File: config.mk
export PLATFORM = sky130hd
export DESIGN_NAME = run_ctrl
export DESIGN_NICKNAME = d
export VERILOG_FILES = /design/src/rtl/run_ctrl_pkg.sv /design/src/rtl/run_ctrl_obuf.sv /design/src/rtl/run_ctrl.sv
export SDC_FILE = /design/constraint.sdc
export NUM_CORES = 1
export LEC_CHECK = 0
export CAP_MARGIN = 25
export CELL_PAD_IN_SITES_DETAIL_PLACEMENT = 0
export CELL_PAD_IN_SITES_GLOBAL_PLACEMENT = 1
export CORE_AREA = 2 2 81 102
export CTS_BUF_LIST = sky130_fd_sc_hd__clkbuf_8
export DETAILED_ROUTE_END_ITERATION = 6
export DIE_AREA = 0 0 83 104
export PLACE_DENSITY_LB_ADDON = 0.15
export SETUP_SLACK_MARGIN = 0.3
export SKIP_CTS_REPAIR_TIMING = 1
export SYNTH_ARGS = -nofsm -noshare
export SYNTH_HDL_FRONTEND = slang
export SYNTH_HIERARCHICAL = 1
export SYNTH_SLANG_ARGS = --single-unit
File: constraint.sdc
create_clock -name clk -period 3.65 [get_ports clk]
set_input_delay 0.73 -clock clk [delete_from_list [all_inputs] [get_ports clk]]
set_output_delay 0.73 -clock clk [all_outputs]
set_load 0.01 [all_outputs]
File: src/rtl/run_ctrl_pkg.sv
// Shared types and constants for the run controller.
package run_ctrl_pkg;

   typedef enum logic [2:0] {
      IDLE,
      LOAD,
      RST,
      RUN,
      DUMP,
      FIN
   } run_state_e;

   localparam int RST_HOLD_CYCLES = 2;

   typedef logic [7:0] byte_t;

endpackage

File: src/rtl/run_ctrl_obuf.sv
// One-entry valid/ready output register; the caller may load only when can_load is high.
module run_ctrl_obuf
   import run_ctrl_pkg::*;
(
   input  logic  clk,
   input  logic  reset,
   input  logic  load,
   input  byte_t load_data,
   input  logic  out_ready,
   output logic  out_valid,
   output byte_t out_data,
   output logic  can_load
);

   assign can_load = !out_valid || out_ready;

   always_ff @(posedge clk) begin
      if (reset) begin
         out_valid <= 1'b0;
         out_data  <= '0;
      end else if (load) begin
         out_valid <= 1'b1;
         out_data  <= load_data;
      end else if (out_ready) begin
         out_valid <= 1'b0;
      end
   end

endmodule

File: src/rtl/run_ctrl.sv
// Run controller: loads an image, runs the CPU under a watchdog, dumps the result region.
// Optional trailing XOR checksum byte on the dump when RUN_CTRL_CHECKSUM_EN is defined.
//
// state | meaning
// IDLE  | CPU in reset, controller owns memory, waiting for start
// LOAD  | accepting input bytes into memory at LOAD_BASE
// RST   | CPU held in reset for RST_HOLD_CYCLES, CPU owns memory
// RUN   | CPU running; watchdog counting
// DUMP  | streaming DUMP_LEN bytes from DUMP_BASE out
// FIN   | job complete, status held until next start
module run_ctrl
   import run_ctrl_pkg::*;
#(
   parameter int AW         = 8,
   parameter int LOAD_BASE  = 0,
   parameter int LOAD_LEN   = 64,
   parameter int DUMP_BASE  = 64,
   parameter int DUMP_LEN   = 64,
   parameter int CW         = 24,
   parameter int MAX_CYCLES = 2**20
) (
   input  logic          clk,
   input  logic          reset,
   input  logic          start,
   input  logic          in_valid,
   input  logic [7:0]    in_data,
   output logic          in_ready,
   output logic          out_valid,
   output logic [7:0]    out_data,
   input  logic          out_ready,
   output logic          mem_sel,
   output logic          mem_wr_en,
   output logic [AW-1:0] mem_addr,
   output logic [7:0]    mem_wdata,
   input  logic [7:0]    mem_rdata,
   output logic          cpu_reset,
   input  logic          cpu_done,
   output logic          busy,
   output logic          timeout,
   output logic [CW-1:0] cycle_count,
   output logic          finished
);

   localparam int IW = AW + 2;
`ifdef RUN_CTRL_CHECKSUM_EN
   localparam int DUMP_TOTAL = DUMP_LEN + 1;
`else
   localparam int DUMP_TOTAL = DUMP_LEN;
`endif
   localparam logic [IW-1:0] LOAD_LAST     = IW'(LOAD_LEN - 1);
   localparam logic [IW-1:0] DUMP_DATA_END = IW'(DUMP_LEN);
   localparam logic [IW-1:0] DUMP_END      = IW'(DUMP_TOTAL);
   localparam logic [AW-1:0] LOAD_BASE_A   = AW'(LOAD_BASE);
   localparam logic [AW-1:0] DUMP_BASE_A   = AW'(DUMP_BASE);
   localparam logic [CW-1:0] WD_LAST       = CW'(MAX_CYCLES - 1);
   localparam logic [1:0]    HOLD_INIT     = 2'(RST_HOLD_CYCLES - 1);

   run_state_e    state, state_nx;
   logic [IW-1:0] idx;
   logic [1:0]    hold_cnt;
   logic          wd_expire;
   logic          obuf_load;
   logic          obuf_can_load;
   byte_t         obuf_data;

   always_ff @(posedge clk) begin
      if (reset) state <= IDLE;
      else       state <= state_nx;
   end

   always_comb begin
      state_nx  = state;
      in_ready  = 1'b0;
      mem_wr_en = 1'b0;
      mem_addr  = '0;
      mem_wdata = '0;
      mem_sel   = 1'b1;
      cpu_reset = 1'b1;
      busy      = 1'b1;
      finished  = 1'b0;
      wd_expire = 1'b0;
      obuf_load = 1'b0;
      case (state)
         IDLE: begin
            busy = 1'b0;
            if (start) state_nx = LOAD;
         end
         LOAD: begin
            in_ready = 1'b1;
            mem_addr = LOAD_BASE_A + idx[AW-1:0];
            if (in_valid) begin
               mem_wr_en = 1'b1;
               mem_wdata = in_data;
               if (idx == LOAD_LAST) state_nx = RST;
            end
         end
         RST: begin
            mem_sel = 1'b0;
            if (hold_cnt == '0) state_nx = RUN;
         end
         RUN: begin
            mem_sel   = 1'b0;
            cpu_reset = 1'b0;
            // cycle_count is zero only in the first RUN cycle, where done is not trusted
            if (cpu_done && cycle_count != '0) begin
               state_nx = DUMP;
            end else if (cycle_count == WD_LAST) begin
               state_nx  = DUMP;
               wd_expire = 1'b1;
            end
         end
         DUMP: begin
            mem_addr  = DUMP_BASE_A + idx[AW-1:0];
            obuf_load = obuf_can_load && (idx != DUMP_END);
            if (out_valid && out_ready && idx == DUMP_END) state_nx = FIN;
         end
         FIN: begin
            busy     = 1'b0;
            finished = 1'b1;
            if (start) state_nx = LOAD;
         end
         default: state_nx = IDLE;
      endcase
   end

   always_ff @(posedge clk) begin
      if (reset) begin
         idx         <= '0;
         hold_cnt    <= '0;
         cycle_count <= '0;
         timeout     <= 1'b0;
      end else begin
         case (state)
            IDLE, FIN: begin
               if (start) begin
                  idx         <= '0;
                  cycle_count <= '0;
                  timeout     <= 1'b0;
               end
            end
            LOAD: begin
               hold_cnt <= HOLD_INIT;
               if (in_valid) idx <= idx + IW'(1);
            end
            RST: begin
               if (hold_cnt != '0) hold_cnt <= hold_cnt - 2'd1;
            end
            RUN: begin
               idx <= '0;
               if (cycle_count != '1) cycle_count <= cycle_count + CW'(1);
               if (wd_expire) timeout <= 1'b1;
            end
            DUMP: begin
               if (obuf_load) idx <= idx + IW'(1);
            end
            default: ;
         endcase
      end
   end

`ifdef RUN_CTRL_CHECKSUM_EN
   byte_t csum;

   always_ff @(posedge clk) begin
      if (reset)                                csum <= '0;
      else if (state == RUN)                    csum <= '0;
      else if (obuf_load && idx != DUMP_DATA_END) csum <= csum ^ mem_rdata;
   end

   assign obuf_data = (idx == DUMP_DATA_END) ? csum : mem_rdata;
`else
   assign obuf_data = mem_rdata;
`endif

   run_ctrl_obuf u_obuf (
      .clk       (clk),
      .reset     (reset),
      .load      (obuf_load),
      .load_data (obuf_data),
      .out_ready (out_ready),
      .out_valid (out_valid),
      .out_data  (out_data),
      .can_load  (obuf_can_load)
   );

endmodule
======== Yosys cells after proc, flatten, opt, wreduce, memory -nomap -nowiden ========
Index checks and enable logic that the tools add are counted.
W data, S select, Z words.
word-level totals
  output and inout port bits .............. 56
  logic and storage cells ................. 88
  input port bits ......................... 22
  register bits after elaboration ......... 49
cells by class
  equal/unequal tests ..................... 20
  $add $sub $neg .......................... 4
  mux-type cells .......................... 36
  reduce and logical (&&, ||, !) cells .... 21
operator list
  cell                     number
  $mux W24                 2
  $pmux W24 S2             1
  $pmux W10 S4             1
  $mux W10                 3
  $add A24 B1 Y24 const B  1
  $eq A24 B20 Y1 const B   1
  $ne A24 B24 Y1 const B   1
  $reduce_bool A24 Y1      1
  $mux W3                  7
  $mux W8                  2
  $ne A2 B2 Y1 const B     8
  $pmux W8 S2              1
  $mux W1                  15
  $pmux W3 S5              1
  $add A10 B1 Y10 const B  1
  $eq A10 B6 Y1 const B    1
  $eq A10 B7 Y1 const B    1
  $ne A10 B7 Y1 const B    1
  $add A7 B8 Y8 const A    1
  $reduce_bool A2 Y1       4
  $eq A3 B2 Y1 const B     2
  $eq A3 B3 Y1 const B     2
  $reduce_and A3 Y1        2
  $reduce_and A6 Y1        1
  16 further kinds         20

======== Logic depth before layout (Yosys ltp) ========
Gate-level depths: netlist of the first run.
  depth after elaboration ................. 6
  gate-level depth with buffers ........... 8
  gate-level depth less buffers ........... 7

======== Hierarchy ========
Netlist of the first run, hierarchy kept.
by module, submodules not included
  module         times used  cells each  area an instance (sq um)
  run_ctrl       1           328         2596.2
  run_ctrl_obuf  1           30          321.6

======== Least setup slack after synthesis of the first run ========
OpenSTA, ideal clock, no wires.
  path type ............................... register to output
  start ................................... reg state[0]
  end ..................................... out mem_wdata[0]
  stages on the path, launching flop included .. 5
  setup slack ............................. 1428 ps
  path buffers ............................ 2
  arrival ................................. 1492 ps
  cells stage by stage .................... dfxtp_1 > buf_2 > nor3b_1 > clkbuf_1 > and3_1
on the way
  cells in the longest elaborated chain, start to end .. 2
ends and longest elaborated chain
  what                    RTL line        text
  from (decl)             run_ctrl.sv:58  run_state_e state, state_nx;
  from (signal assigned)  run_ctrl.sv:68  else state <= state_nx;
  $eq A3 B1 Y1            run_ctrl.sv:83  case (state)
  $mux W8                 run_ctrl.sv:83
  to (decl)               run_ctrl.sv:34  output logic [7:0] mem_wdata,
Every way passes these cells.

======== Worst setup path in the final report of the first run ========
  start ................................... reg state[0]
  end ..................................... out mem_wdata[3]
The elaborated chain is that of the path after synthesis.

==> impl_results.md, run 1 <==
* Clock-pin slew on the worst setup and hold paths at 100 ps
* CP required at a little under 3000 ps
* Dpl ws at about 730 ps
* WHS at 453.8 ps
* 1st-iter DRT viols at roughly 110
* Die ar. at 8632 sq um
* Crit path cell chain: nor3b_2 > buf_4 > and3_1 > clkdlybuf4s50_1
* Post-Syn Area at roughly 3000 sq um
* Final worst-path cycle share at roughly four fifths
* CTS H-tree lvls at 2
* Unrepaired setup endpoints after global routing: no
* CTS Buffer Depth at 2
* Rel. slew slack at between 50% and 60%
* Largest area contributor in the synthesized netlist: dfxtp_1
* Final-report setup violation count at 0
* Yosys warns at 6
* CP top delay family: buffers and inverters
* DRC errors left at 0
* Fin. Hold Viols at 0
* Area after DPL at 3764 sq um
* Vias at about 2.8k
* Synth-to-layout area growth at 33.02%
* Mapped Cells at 358
* Hpwl dp at between 5000 and 6000 um
* Share of cells above drive strength 1 at 7.176%
* Tmin final at roughly 2900 ps
* CP max stage delay at 580 ps
* Worst EP arrival at ~2200 ps
* Diodes inserted at 0
* Distinct cells, synth at 56
* Port Buffers at a little under 80
* TritonCTS clock tree: built
* Slew Limit Fails at 0
* Worst skew pair latency at 310 ps
* RD Place Congestion at 0.8391
* Starting Density at about 38%
* Crit path launch type: flip-flop
* CTS Buf Count at 5
* Critical Path End Type: output pin
* Setup TNS at 0 ps
* Die Y-Extent at 104 um
* Final net count at about 460
* I/O pins at around 80
* Vias per inst at between 5 and 6
* Worst Hold Class: reg2reg
* Most numerous cell in the Yosys netlist: dfxtp_1
* Final WL at about 8000 um
* Register area share after synthesis at around a third
* Max_cap viols at 0
* CP Max Fanout at 14
* Post-route ant nets at 0
* Grt ovf at 0
* Vias in the first global route at about 2.8k
* Seq cells post-synth at slightly below 50
* Average cell area after synthesis at ~8.2 sq um
* Commonest cells in the netlist: dfxtp_1 (49), nor2_1 (36), a21oi_1 (27)
* Prevailing post-synth register cell: dfxtp_1
* Peak Freq at ~340 MHz
* First-pass GRT wire length at 13210 um
* CP max-delay cell: dfxtp_1
* CP Class: reg2out
* Status: complete, no violations
* Post-synth ARST share at 0%
* Root Driver: clkbuf_8
* Leak at about 1.4 nW
* Setup ws final at around 710 ps
* GRT Total Usage at a little under a fifth
* Largest net degree at the start of global routing at 23
* EDFF count, synth at 0
* Least-Margin Pin Slew at ~700 ps
* Avg WL per Cell at approximately 15 um
* Fin area at ~3900 sq um
* Core area at between 7000 and 8000 sq um
* First-pass detailed-route iteration total at 6
* FILL cells at 783
* Max VDD drop at around 0.00017 V
* Initial antenna violation count at 0
* Clk_skew at approximately 9.0 ps
* Synth top area share at between 30% and 40%
* Row count at 36
* Placed cell count at roughly 520
* Non-filler cells, final at about 530
* Pwr per Cell Area at approximately 300 nW/um^2
* Sink Count at a little under 50
* Main area contributors after synthesis: dfxtp_1 (34%), mux2i_1 (5.8%), a21oi_1 (4.6%)
* Die span in x at roughly 83 um
* Worst Path Buf+Inv at 2
* Reg-to-reg slack, setup at roughly 1200 ps
* Syn Nets at 388
==> state kept, by name, indices dropped and copies added, names as in the netlist <==
name,cells
u_obuf/out_data,8
state,3
u_obuf/out_valid,1
idx,10
hold_cnt,2
timeout,1
cycle_count,24
==> worst register-to-register path, stage by stage, from the launching register on <==
cell and delay, ps:
dfxtp_1 340, buf_4 190, xnor2_1 390, a31o_1 270, nand3_1 420, or4_1 620
a21oi_1 150
==> per-stage QoR <==
step                      total power [W]  util [%]
after floorplan                 0.0006906         -
after global placement          0.0007754     48.86
after detailed placement        0.0007778     48.86
after CTS                        0.001185     50.32
after global routing             0.001225     50.39
final                            0.001170     50.39
==> logic make-up after synthesis <==
family / Yosys count / synth area share (%)
AND/OR/NAND/NOR: 162 / 31.05
AO/OA/AOI/OAI: 79 / 18.31
flip-flops: 49 / 33.62
buffers and inverters: 37 / 5.875
multiplexers: 18 / 6.218
adder cells (fa/ha/maj): 8 / 3.431
XOR/XNOR: 5 / 1.501
==> per-layer routing <==
metal  wire length (um)  global-route usage, %  vias up  part of all wire [%]
met3                198                  2.302       11                   2.5
met4                121                  5.152        0                   1.5
met1               3362                  20.95     1322                    43
li1                   -                      -     1458                     -
met5                  0                      0        -                     0
met2               4218                  34.50       57                    53
==> power by group <==
group	leakage [nW]	total [W]	internal [W]	switching (W)
Combinational	0.915	0.000209	0.0000996	0.000110
Sequential	0.395	0.000555	0.000542	0.0000132
Clock	0.0585	0.000406	0.000206	0.000200
==> placed cells by master (no fill, tap or decap), types with 3 or more instances in the layout <==
cell type,netlist,final
a211oi_1,5,5
a21oi_1,27,27
a31o_2,4,4
a31oi_1,3,3
and3_1,14,14
and4_1,3,3
buf_4,1,8
clkbuf_8,0,5
clkdlybuf4s50_1,0,77
dfxtp_1,49,49
ha_1,8,8
inv_1,18,18
mux2i_1,17,17
nand2_1,26,26
nand2b_1,12,12
nand3_1,18,18
nand4_1,9,9
nor2_1,36,36
nor2b_1,5,5
nor3_1,4,4
nor3b_1,6,5
nor4_1,6,6
o21ai_0,6,6
o21ai_1,3,3
o31ai_1,14,14
or4_1,10,10
xnor2_1,5,5
==> path summary, 6_finish.rpt <==
kind,start,endpoint,cells past startpoint
worst min register to register,timeout$_SDFFE_PP0P_,timeout$_SDFFE_PP0P_,2
worst min-delay path,timeout$_SDFFE_PP0P_,timeout$_SDFFE_PP0P_,2
worst max register to register,state[2]$_SDFFE_PP0P_,cycle_count[17]$_SDFFE_PP0P_,6
worst max-delay path,state[0]$_SDFFE_PP0P_,mem_wdata[3],4
==> area by class of cell <==
type / instances / area [sq um] / area share [%]
clock inverters: 3 / 43.79 / 1.128
well taps: 95 / 118.9 / 3.063
multi-input cells: 272 / 1770 / 45.62
flip-flops and latches: 49 / 980.9 / 25.27
clock buffers: 5 / 68.82 / 1.773
inverters: 18 / 67.56 / 1.741
repair buffers: 85 / 830.8 / 21.41
(Power assumes the default switching activity.)
==> inputs of run 2 (changes only) <==
- CORE_AREA: 2 2 81 102 -> 2 2 88 111
- DIE_AREA: 0 0 83 104 -> 0 0 90 113
- clock period: 3.65 -> 2.4 ns (I/O delays scaled with it)
==> run 2 against run 1 <==
  * Total power up 49%
  * Sequential power rose by 52%
  * Global-route usage is 1.4 points lower
  * Critical path type unchanged
  * Largest power group unchanged
==> impl_results.md, run 2 (same netlist as run 1, synthesis figures left out) <==
* Status: complete, no violations
* Clk_skew at 8.108 ps (-0.8497 ps)
* Fin area at 4342 sq um (+12%)
* Die Y-Extent at 113 um (+8.7%)
* Critical Path End Type: output pin
* Core area at 9076 sq um (+18%)
* WHS at 458.6 ps (+4.867 ps)
* Most common cell after layout, fill and taps aside: clkdlybuf4s50_1
* Non-filler cells, final at 590 (+12%)
* Final WL at 9149 um (+16%)
* FILL cells at 944 (+21%)
* Die ar. at 10170 sq um (+18%)
* Vias in the first global route at 2834 (+1.6%)
* Vias per inst at 5.200 (-3.8%)
* Sink Count at 49 (unchanged)
* Final-report setup violation count at 0 (unchanged)
* RD Place Congestion at 0.8753 (+4.3%)
* Die span in x at 90 um (+8.4%)
* CTS H-tree lvls at 2 (unchanged)
* Unrepaired setup endpoints after global routing: yes
* Tmin final at 2306 ps
* Worst Hold Class: reg2reg
* CP Max Fanout at 13 (-1)
* Post-route ant nets at 0 (unchanged)
* CTS Buf Count at 5 (unchanged)
* Max VDD drop at 0.0002261 V (+32%)
* Final core occ at 47.84% (-2.6 points)
* Share of cells above drive strength 1 at 19.27% (+12 points)
* Avg WL per Cell at 15.51 um (+3.4%)
* Starting Density at 32.15% (-5.7 points)
* Placed cell count at 566 (+9.1%)
* Root Driver: clkbuf_8
* Largest net degree at the start of global routing at 23 (unchanged)
* CTS Buffer Depth at 2 (unchanged)
* Rel. slew slack at 63.12% (+9.6 points)
* Final worst-path cycle share at 96.09%
* Initial antenna violation count at 0 (unchanged)
* Least-Margin Pin Slew at 552.6 ps (-140.4 ps)
* Port Buffers at 77 (unchanged)
* Row count at 39 (+8.3%)
* Vias at 3068 (+7.7%)
* Clock-pin slew on the worst setup and hold paths at 90 ps (about the same)
* Top reg by flops: cycle_count
* Slew Limit Fails at 0 (unchanged)
* Grt ovf at 0 (unchanged)
* GRT Total Usage at 16.79% (-1.4 points)
* Final net count at 496 (+7.6%)
* Max_cap viols at 0 (unchanged)
* First-pass detailed-route iteration total at 4 (-2)
* Leak at 1.614 nW (+18%)
* 1st-iter DRT viols at 131 (+25%)
* Setup ws final at 93.76 ps (-620.5 ps)
* I/O pins at 78 (unchanged)
* Peak Freq at roughly 430 MHz
* CP Class: reg2out
* Pwr per Cell Area at 402.4 nW/um^2 (+33%)
* Most frequent cells in the layout: clkdlybuf4s50_1 (73), dfxtp_1 (45), nor2_1 (35), buf_4 (34), nand2_1 (25)
* Fin. Hold Viols at 0 (unchanged)
* Worst EP arrival at 1830 ps (-380 ps)
* Synth-to-layout area growth at 48.80%
* Max FFs per register at 24 (unchanged)
* DRC errors left at 0 (unchanged)
* Worst skew pair latency at 310 ps (about the same)
* Area after DPL at 3954 sq um (+5.1%)
* TritonCTS clock tree: built
* Crit path launch type: flip-flop
* Biggest regs: cycle_count: 24 flops, idx: 10 flops, u_obuf/out_data: 8 flops
* First-pass GRT wire length at 14160 um (+7.2%)
* CP required at 1920 ps (-1000 ps)
* Hpwl dp at 6579 um (+13%)
* Diodes inserted at 0 (unchanged)
* Dpl ws at 10.33 ps (-722.5 ps)
[run 2: cell types whose count changed in the layout (fill, tap and decap cells not counted), moves of 3 or more]
cell and change:
dfxtp_4 +3, a21oi_2 +3, buf_4 +26, buf_6 +5
clkdlybuf4s50_1 -4, dfxtp_1 -4, a21oi_1 -3, dlymetal6s2s_1 +4
[run 2: worst paths after layout]
check	endpoint	start	cells after the start	slack (ps)
setup / recovery	mem_wdata[3]	state[0]$_SDFFE_PP0P_	4	90
hold / removal	timeout$_SDFFE_PP0P_	timeout$_SDFFE_PP0P_	2	460
setup reg to reg	cycle_count[17]$_SDFFE_PP0P_	state[2]$_SDFFE_PP0P_	8	320
hold reg to reg	timeout$_SDFFE_PP0P_	timeout$_SDFFE_PP0P_	2	460
[run 2: metrics by stage]
step	total power [W]	setup TNS [ps]
3_5_place_dp	0.001209	0
3_3_place_gp	0.001208	-2.897
6_report	0.001747	0
2_1_floorplan	0.001050	0
4_1_cts	0.001720	-3278
5_1_grt	0.001844	-0.4237
[run 2: final cells by class]
class / instances / area [sq um] / area share, %
clock inverters: 3 / 17.52 / 0.4035
well taps: 123 / 153.9 / 3.545
inverters: 18 / 71.32 / 1.643
clock buffers: 5 / 68.82 / 1.585
repair buffers: 118 / 1117 / 25.73
flip-flops and latches: 49 / 993.5 / 22.88
multi-input cells: 274 / 1919 / 44.21
[run 2: power by group]
| group | switching [W] | internal [W] | leakage [nW] |
|---|---|---|---|
| Clock | 0.000301 | 0.000204 | 0.0497 |
| Combinational | 0.000197 | 0.000203 | 1.17 |
| Sequential | 0.0000169 | 0.000824 | 0.398 |
| Total | 0.000515 | 0.00123 | 1.61 |
[run 2: critical path, stage by stage (launching register included)]
cell,delay [ps]
dfxtp_4,400
nor3b_4,240
buf_6,170
and3_1,160
clkdlybuf4s50_1,550
[run 2: routing by layer]
layer	global-route usage (%)	part of all wire [%]	vias to the layer above
li1	-	-	1531
met1	19.27	42	1458
met2	31.18	53	66
met3	3.196	3.7	13
met4	5.641	1.7	0
met5	0	0	-
